[config.mk]
export PLATFORM = sky130hd
export DESIGN_NAME = wam_score_counter
export DESIGN_NICKNAME = d
export VERILOG_FILES = /design/src/rtl/wam_score_counter_pkg.sv /design/src/rtl/wam_score_counter_digit_cell.sv /design/src/rtl/wam_score_counter.sv
export SDC_FILE = /design/constraint.sdc
export NUM_CORES = 1
export LEC_CHECK = 0
export ABC_AREA = 1
export BUFFER_PORTS_ARGS = -buffer_cell sky130_fd_sc_hd__buf_4
export CORE_MARGIN = 1.5
export CORE_UTILIZATION = 46
export DETAILED_ROUTE_END_ITERATION = 6
export GPL_TIMING_DRIVEN = 0
export HOLD_SLACK_MARGIN = 0.02
export PLACE_DENSITY = 0.72
export SLEW_MARGIN = 20
export SYNTH_ARGS = -nofsm -noshare
export SYNTH_HDL_FRONTEND = slang
export SYNTH_SLANG_ARGS = --single-unit
[constraint.sdc]
create_clock -name clk -period 6.78 [get_ports clk]
set_input_delay 1.356 -clock clk [delete_from_list [all_inputs] [get_ports clk]]
set_output_delay 1.356 -clock clk [all_outputs]
set_load 0.02 [all_outputs]
[src/rtl/wam_score_counter_pkg.sv]
// rtl/wam_score_counter_pkg.sv - shared types and helpers for the Whack-A-Mole score keeper
package wam_pkg;

  localparam logic [3:0] BLANK_CODE = 4'd10;

  typedef enum logic [0:0] {
    RUN    = 1'b0,
    FROZEN = 1'b1
  } state_e;

  typedef logic [3:0] bcd_digit_t;

  // Packed BCD orders exactly like unsigned binary when compared MSB digit first.
  function automatic logic bcd_gt(input logic [63:0] a, input logic [63:0] b);
    return a > b;
  endfunction

endpackage

[src/rtl/wam_score_counter_digit_cell.sv]
// rtl/wam_score_counter_digit_cell.sv - one BCD digit with ripple carry/borrow
module bcd_digit_cell
  import wam_pkg::*;
(
  input  bcd_digit_t digit,
  input  logic       inc,
  input  logic       dec,
  input  logic       carry_in,
  input  logic       borrow_in,
  output bcd_digit_t digit_next,
  output logic       carry_out,
  output logic       borrow_out
);

  logic step_up;
  logic step_down;

  assign step_up    = inc & carry_in;
  assign step_down  = dec & borrow_in;
  assign carry_out  = step_up & (digit == 4'd9);
  assign borrow_out = step_down & (digit == 4'd0);

  always_comb begin
    digit_next = digit;
    if (step_up) begin
      digit_next = (digit == 4'd9) ? 4'd0 : digit + 4'd1;
    end else if (step_down) begin
      digit_next = (digit == 4'd0) ? 4'd9 : digit - 4'd1;
    end
  end

endmodule

[src/rtl/wam_score_counter.sv]
// rtl/wam_score_counter.sv - saturating BCD score/high-score keeper with blanked display output
module wam_score_counter
  import wam_pkg::*;
#(
  parameter int         DIGITS        = 4,
  parameter logic [3:0] BLANK_CODE    = wam_pkg::BLANK_CODE,
  parameter int         LEADING_BLANK = 1
) (
  input  logic                clk,
  input  logic                reset,
  input  logic                clear,
  input  logic                hit,
  input  logic                penalty,
  input  logic                game_over,
  input  logic                show_high,
  output logic [4*DIGITS-1:0] score_bcd,
  output logic [4*DIGITS-1:0] high_bcd,
  output logic [4*DIGITS-1:0] disp_bcd,
  output logic                saturated,
  output logic                frozen,
  output logic                new_high
);

  localparam int W = 4 * DIGITS;
  localparam logic [W-1:0] ALL_NINES = {DIGITS{4'h9}};

  state_e         state_q, state_d;
  logic [W-1:0]   score_q, score_d;
  logic [W-1:0]   high_q, high_d;
  logic [W-1:0]   disp_q, disp_d;
  logic           new_high_q, new_high_d;

  logic [W-1:0]   score_next;
  logic [DIGITS:0] carry;
  logic [DIGITS:0] borrow;
  logic           is_max, is_zero, counting, inc, dec;

  assign is_max   = (score_q == ALL_NINES);
  assign is_zero  = (score_q == '0);
  // clear and game_over both take priority over this cycle's hit/penalty.
  assign counting = (state_q == RUN) & ~clear & ~game_over;
  assign inc      = counting & hit & ~penalty & ~is_max;
  assign dec      = counting & penalty & ~hit & ~is_zero;

  assign carry[0]  = 1'b1;
  assign borrow[0] = 1'b1;

  for (genvar i = 0; i < DIGITS; i++) begin : g_cell
    bcd_digit_cell u_cell (
      .digit      (score_q[4*i +: 4]),
      .inc        (inc),
      .dec        (dec),
      .carry_in   (carry[i]),
      .borrow_in  (borrow[i]),
      .digit_next (score_next[4*i +: 4]),
      .carry_out  (carry[i+1]),
      .borrow_out (borrow[i+1])
    );
  end

  always_comb begin
    state_d    = state_q;
    high_d     = high_q;
    new_high_d = 1'b0;
    // A wrap out of the top digit is already prevented by gating; hold as a backstop.
    score_d    = (carry[DIGITS] | borrow[DIGITS]) ? score_q : score_next;
    if (clear) begin
      score_d = '0;
      state_d = RUN;
    end else if (game_over && state_q == RUN) begin
      score_d = score_q;
      state_d = FROZEN;
      if (bcd_gt(64'(score_q), 64'(high_q))) begin
        high_d     = score_q;
        new_high_d = 1'b1;
      end
    end
  end

  always_comb begin : blank_blk
    logic [W-1:0] sel;
    logic         lead;
    sel    = show_high ? high_d : score_d;
    lead   = (LEADING_BLANK != 0);
    disp_d = sel;
    for (int i = DIGITS - 1; i >= 1; i--) begin
      if (lead && sel[4*i +: 4] == 4'd0) begin
        disp_d[4*i +: 4] = BLANK_CODE;
      end else begin
        lead = 1'b0;
      end
    end
  end

  always_ff @(posedge clk) begin
    if (!reset) begin
      state_q    <= RUN;
      score_q    <= '0;
      high_q     <= '0;
      new_high_q <= 1'b0;
      disp_q     <= (LEADING_BLANK != 0) ? {{(DIGITS-1){BLANK_CODE}}, 4'd0} : '0;
    end else begin
      state_q    <= state_d;
      score_q    <= score_d;
      high_q     <= high_d;
      new_high_q <= new_high_d;
      disp_q     <= disp_d;
    end
  end

  assign score_bcd = score_q;
  assign high_bcd  = high_q;
  assign disp_bcd  = disp_q;
  assign new_high  = new_high_q;
  assign saturated = is_max;
  assign frozen    = (state_q == FROZEN);

endmodule

After elaboration in Yosys (flattened, before gate mapping) --
Index checks and enable logic that the tools add are counted.
Operators by class: muxes and demuxes 26, add/sub/neg operators 8, reduce and logical (&&, ||, !) cells 16, equal/unequal tests 5, $lt $le $gt $ge 1, bitwise gates (word level) 32
Operators by type and width (count):
- 2-to-1 mux 16 bit | 7
- 2-to-1 mux 4 bit | 16
- zero test 4 bit | 7
- bitwise AND 1 bit | 22
- adder 4 x 1 -> 4 bit, second input constant | 4
- equality test 16 bit, second input constant | 1
- equality test 4 bit, second input constant | 4
- > comparator 16 bit | 1
- zero test 16 bit | 1
- subtractor 4 x 1 -> 4 bit, second input constant | 4
- inverter 1 bit | 9
- OR reduction 2 bit | 4
- logical AND 1 bit | 3
- 2-to-1 mux 1 bit | 3
- OR reduction 3 bit | 1
- OR 1 bit | 1
Word-level totals: logic and storage cells 96, register bits after elaboration 50, bits of input ports 7, output and inout port bits 51

Depth between registers and ports, before layout --
depth in word-level cells 24, mapped depth 21, mapped depth without buffers 20

Hierarchy --
Synthesis repeated with hierarchy kept, for this count alone.
Second synthesis, totals: cell total of the unflattened synthesis 524, area, all modules 3338.2 sq um
By module, submodules not included:
- wam_score_counter | area an instance 2527.4 sq um, seq. area each 1001.0 sq um, cells each 356, times used 1
- bcd_digit_cell | area an instance 202.7 sq um, seq. area each 0.0 sq um, cells each 42, times used 4

Worst setup path after synthesis --
Ideal clock, no wire load.
kind in2reg, start input hit, end register disp_q[6] (netlist: disp_bcd[6]), setup slack 3.900 ns, buffers on the path 0, stages 14, setup time 0.112 ns, required time 6.668 ns, arrival time 2.768 ns, cells stage by stage inv_1 -> or2_1 -> nor2_4 -> nand4_4 -> nor2_4 -> o21ai_0 -> nand3_1 -> nand2_1 -> nand2_1 -> nand2_2 -> nor2_4 -> nand3_2 -> nand2_1 -> nor2_1
On the way: cells in the longest elaborated chain, start to end 21, elaborated cells on any way between the ends 39, those cells by class mux: 12; bitwise: 21; reduce/logical: 6
RTL lines:
- from (decl) | line wam_score_counter.sv:12 | input logic hit,
- bitwise AND 1 bit / inverter 1 bit (equally long branches) | line wam_score_counter.sv:42, wam_score_counter.sv:43
- bitwise AND 1 bit (on tied branches) (2 in a row) | line wam_score_counter.sv:42, wam_score_counter.sv:43
- bitwise AND 1 bit (on tied branches) | line wam_score_counter_digit_cell.sv:20, wam_score_counter_digit_cell.sv:21
- bitwise AND 1 bit (on tied branches) | line wam_score_counter_digit_cell.sv:18, wam_score_counter_digit_cell.sv:19
- bitwise AND 1 bit (on tied branches) | line wam_score_counter_digit_cell.sv:20, wam_score_counter_digit_cell.sv:21
- bitwise AND 1 bit (on tied branches) | line wam_score_counter_digit_cell.sv:18, wam_score_counter_digit_cell.sv:19
- bitwise AND 1 bit (on tied branches) | line wam_score_counter_digit_cell.sv:20, wam_score_counter_digit_cell.sv:21
- bitwise AND 1 bit (on tied branches) | line wam_score_counter_digit_cell.sv:18, wam_score_counter_digit_cell.sv:19
- (+4 left out)
- 2-to-1 mux 16 bit (*) | line wam_score_counter.sv:67 | if (clear) begin
- 2-to-1 mux 16 bit (*) | line wam_score_counter.sv:83 | sel = show_high ? high_d : score_d;
- zero test 4 bit | line wam_score_counter.sv:87 | if (lead && sel[4*i +: 4] == 4'd0) begin
- 2-to-1 mux 1 bit | line wam_score_counter.sv:87
- logical AND 1 bit | line wam_score_counter.sv:87
- 2-to-1 mux 1 bit | line wam_score_counter.sv:87
- logical AND 1 bit | line wam_score_counter.sv:87
- OR reduction 2 bit (no source line)
- to (signal assigned) | line wam_score_counter.sv:101 | disp_q <= (LEADING_BLANK != 0) ? {{(DIGITS-1){BLANK_CODE}}, 4'd0} : '0;
- to (signal assigned) | line wam_score_counter.sv:107 | disp_q <= disp_d;
- to (decl) | line wam_score_counter.sv:30 | logic [W-1:0] disp_q, disp_d;
Mark *: on every way between the ends. The rest lies on a longest branch, timed or not. A chain may end at the register's enable or synchronous reset.

Worst setup path after layout --
start register score_q[12] (netlist: score_bcd[12]), end output saturated
On the way: cells in the longest elaborated chain, start to end 1
RTL lines:
- from (decl) | line wam_score_counter.sv:28 | logic [W-1:0] score_q, score_d;
- from (signal assigned) | line wam_score_counter.sv:104 | score_q <= score_d;
- equality test 16 bit | line wam_score_counter.sv:38 | assign is_max = (score_q == ALL_NINES);
- to (decl) | line wam_score_counter.sv:19 | output logic saturated,
Every way passes these cells.

==> run_results.csv <==
group,metric,value,unit
clock_tree,post-cts-setup-buffers,0,
floorplanning,die_area,7650,um2
synthesis,synth.top_cells.by_count,"109 x nand2_1, 56 x nand3_1, 50 x dfxtp_1",
synthesis,synthCells,474,
synthesis,yosysWarnings,0,
sta,slew_viol_final,0,
clock_tree,cts-hold-fix-buffers,0,
layout,n_antenna_cell,0,
synthesis,synthArstFlopShare,0,%
setup_path,worstPathMaxFanout,10,
clock_tree,cts_tree,"yes",
sta,finalCritPeriodShare,46.5,%
route,drc,0,
sta,fmax,0.317,GHz
setup_path,rr_endpoint,"disp_bcd[4]",
synthesis,synth_area,3280,um2
synthesis,yosys.area.top_type,"dfxtp_1",
floorplanning,rows,30,
clock_tree,cts_buffer_depth,2,
synthesis,synth-adder-area-share,10.7,%
power,p_leak,1.91,nW
synthesis,synth_flop_cell,"dfxtp_1",
clock_tree,cts_buffers,5,
place,place_congestion,0.895,
floorplanning,fp.dieH,87.5,um
route,ant_nets,0,
power,peakVddDrop,102,uV
synthesis,synth_mux_area_share,0,%
global_routing,grt_pass1_vias,3003,
clock_tree,clock_latency,0.31,ns
floorplanning,io_pins,58,
synthesis,syn_nets,509,
flow_run,maxCapViolCount,0,
synthesis,synthDistinctLibCells,38,
global_routing,antenna_found_initial,0,
setup_path,reg2regPathDepth,14,
sta,tightestPinTransition,0.561,ns
layout,nets,571,
sta,layout_setup_ws,3.63,ns
synthesis,synth_compound_area_share,9.46,%
synthesis,synth.avg_cell_area,6.92,um2
setup_path,rrSetupSlack,4.05,ns
synthesis,synth_xor_area_share,1.87,%
sta,fin_crit,3.15,ns
route,first_pass_iters,5,
global_routing,track_usage,22.3,%
synthesis,synth_top_family_by_area,"simple AND/OR/NAND/NOR gates",
power,powerDensity,152,nW/um2
setup_path,start_kind,"flip-flop",
global_routing,grt_max_degree,17,
sta,skew,0.0112,ns
status,status,"complete, no violations",
synthesis,yosysMostFrequentCell,"nand2_1",
synthesis,synth-simple-area-share,38.4,%
layout,area_growth,19.7,%
sta,hold_violations,0,
setup_path,r2r_start,"score_bcd[12]",
setup_path,endpoint_kind,"output port",
global_routing,grt_pass1_wl,13400,um
sta,setup_tns,0,ns
sta,slew_headroom,62.6,%
route,routedWlPerCell,13.4,um
route,vias_per_cell,5.26,
place,dp_hpwl,6660,um
synthesis,synth_top_area_share,30.5,%
synthesis,synth_seq_cells,50,
clock_tree,cts_resized,0,
sta,grt_setup_unrepaired,"false",
route,drt_wl_total,8450,um
layout,nFillCells,680,
setup_path,cp_data_arrival_time,1.79,ns
setup_path,crit_type,"reg2out",
synthesis,synth_edf_count,0,
layout,final_core_utilization,57.5,%
route,drtIter0Drc,129,
worst_hold_path,worstHoldStart,"high_bcd[4]",
route,vias,3329,
place,pre_cts_ws,3.39,ns
clock_tree,h-tree-depth,2,
worst_hold_path,hold_class,"reg2reg",
clock_tree,clkSinkCount,50,
worst_hold_path,min_to,"high_bcd[4]",
global_routing,grt-ovfl-total,0,
floorplanning,die_width,87.5,um
clock_tree,clkTransAtPathRegs,0.09,ns
floorplanning,initial_core_util,48.0,%
floorplanning,core,6830,um2
synthesis,synth_area_leaders,"dfxtp_1 31%, nand2_1 12%, ha_1 11%, nand3_1 8.5%, inv_1 5.1%",
synthesis,ys_seq_area_share,30.5,%
layout,drive_gt1_share,21.8,%
place,port_buffers,55,
sta,setup_viol,0,
worst_hold_path,min_path_cells,2,
clock_tree,root_buffer,"clkbuf_8",
setup_path,required,5.42,ns
[routing by layer]
metal	vias to the layer above	track usage (%)	share of wire [%]
li1	1662	-	-
met1	1541	28.5	44
met2	107	37.8	49
met3	19	2.94	5.7
met4	0	9.09	2.2
met5	-	0	0
[power by group]
part            total, W  internal [W]  switching (W)  leakage, nW
Clock           0.000212      0.000111       0.000101       0.0585
Sequential      0.000304      0.000301     0.00000306        0.407
Combinational  0.0000831     0.0000276      0.0000555         1.44
Total           0.000599      0.000439       0.000159         1.91
[sequential cells by signal, indices dropped and copies added, names as in the netlist]
| register | count |
|---|---|
| new_high | 1 |
| score_bcd | 16 |
| high_bcd | 16 |
| disp_bcd | 16 |
| frozen | 1 |
[layout make-up]
type | count | area [um2] | share of cell area (%)
multi-input cells | 350 | 1980 | 50.5
flip-flops and latches | 50 | 1000 | 25.5
repair buffers | 55 | 413 | 10.5
inverters | 60 | 226 | 5.77
well taps | 96 | 120 | 3.06
plain buffers | 14 | 70.1 | 1.78
clock buffers | 5 | 68.8 | 1.75
clock inverters | 3 | 43.8 | 1.12
[worst max path at each step]
stage	start	endpoint	slack, ns	cells after the start
after floorplan	hit	disp_bcd[6]	3.90	14
after global placement	clear	disp_bcd[6]	3.44	14
after detailed placement	clear	disp_bcd[4]	3.39	14
after CTS	score_bcd[12]	saturated	3.61	6
after global routing	clear	disp_bcd[4]	3.44	14
final	score_bcd[12]	saturated	3.63	6
[through the flow]
| stage | total power [W] | std cells | instance area (um2) | hold slack (ns) |
|---|---|---|---|---|
| after detailed placement | 0.000394 | 625 | 3810 | 0.497 |
| after CTS | 0.000601 | 633 | 3930 | 0.512 |
| after floorplan | 0.000365 | 474 | 3280 | 0.571 |
| final | 0.000599 | 633 | 3930 | 0.515 |
| after global placement | 0.000392 | 625 | 3810 | 0.499 |
| after global routing | 0.000621 | 633 | 3930 | 0.541 |
[layout by cell type (no fill, tap or decap), drive strengths merged, types with 2 or more instances in the layout]
cell | netlist | final
a21oi | 27 | 27
a31oi | 2 | 2
buf | 7 | 62
clkbuf | 7 | 12
clkinv | 3 | 4
dfxtp | 50 | 50
ha | 28 | 28
inv | 57 | 58
nand2 | 119 | 119
nand3 | 64 | 64
nand3b | 2 | 2
nand4 | 9 | 9
nor2 | 55 | 55
nor3 | 5 | 5
o21ai | 20 | 20
o21bai | 3 | 3
or2 | 3 | 3
xnor2 | 3 | 3
xor2 | 4 | 4
[logic make-up after synthesis]
| kind of cell | Yosys count |
|---|---|
| buffers and inverters | 74 |
| AOI/OAI and AO/OA | 57 |
| adders and majority gates | 28 |
| DFF | 50 |
| and+or+nand+nor | 258 |
| xor gates and xnor gates | 7 |
[worst max-delay path: stages, from the launching register on]
cell and delay [ns]:
dfxtp_1 0.56, ha_1 0.22, nand2_1 0.06, nor2_2 0.21
nand4_1 0.21, inv_1 0.09, buf_4 0.14
Note: power is estimated with default switching activity, not from simulation.
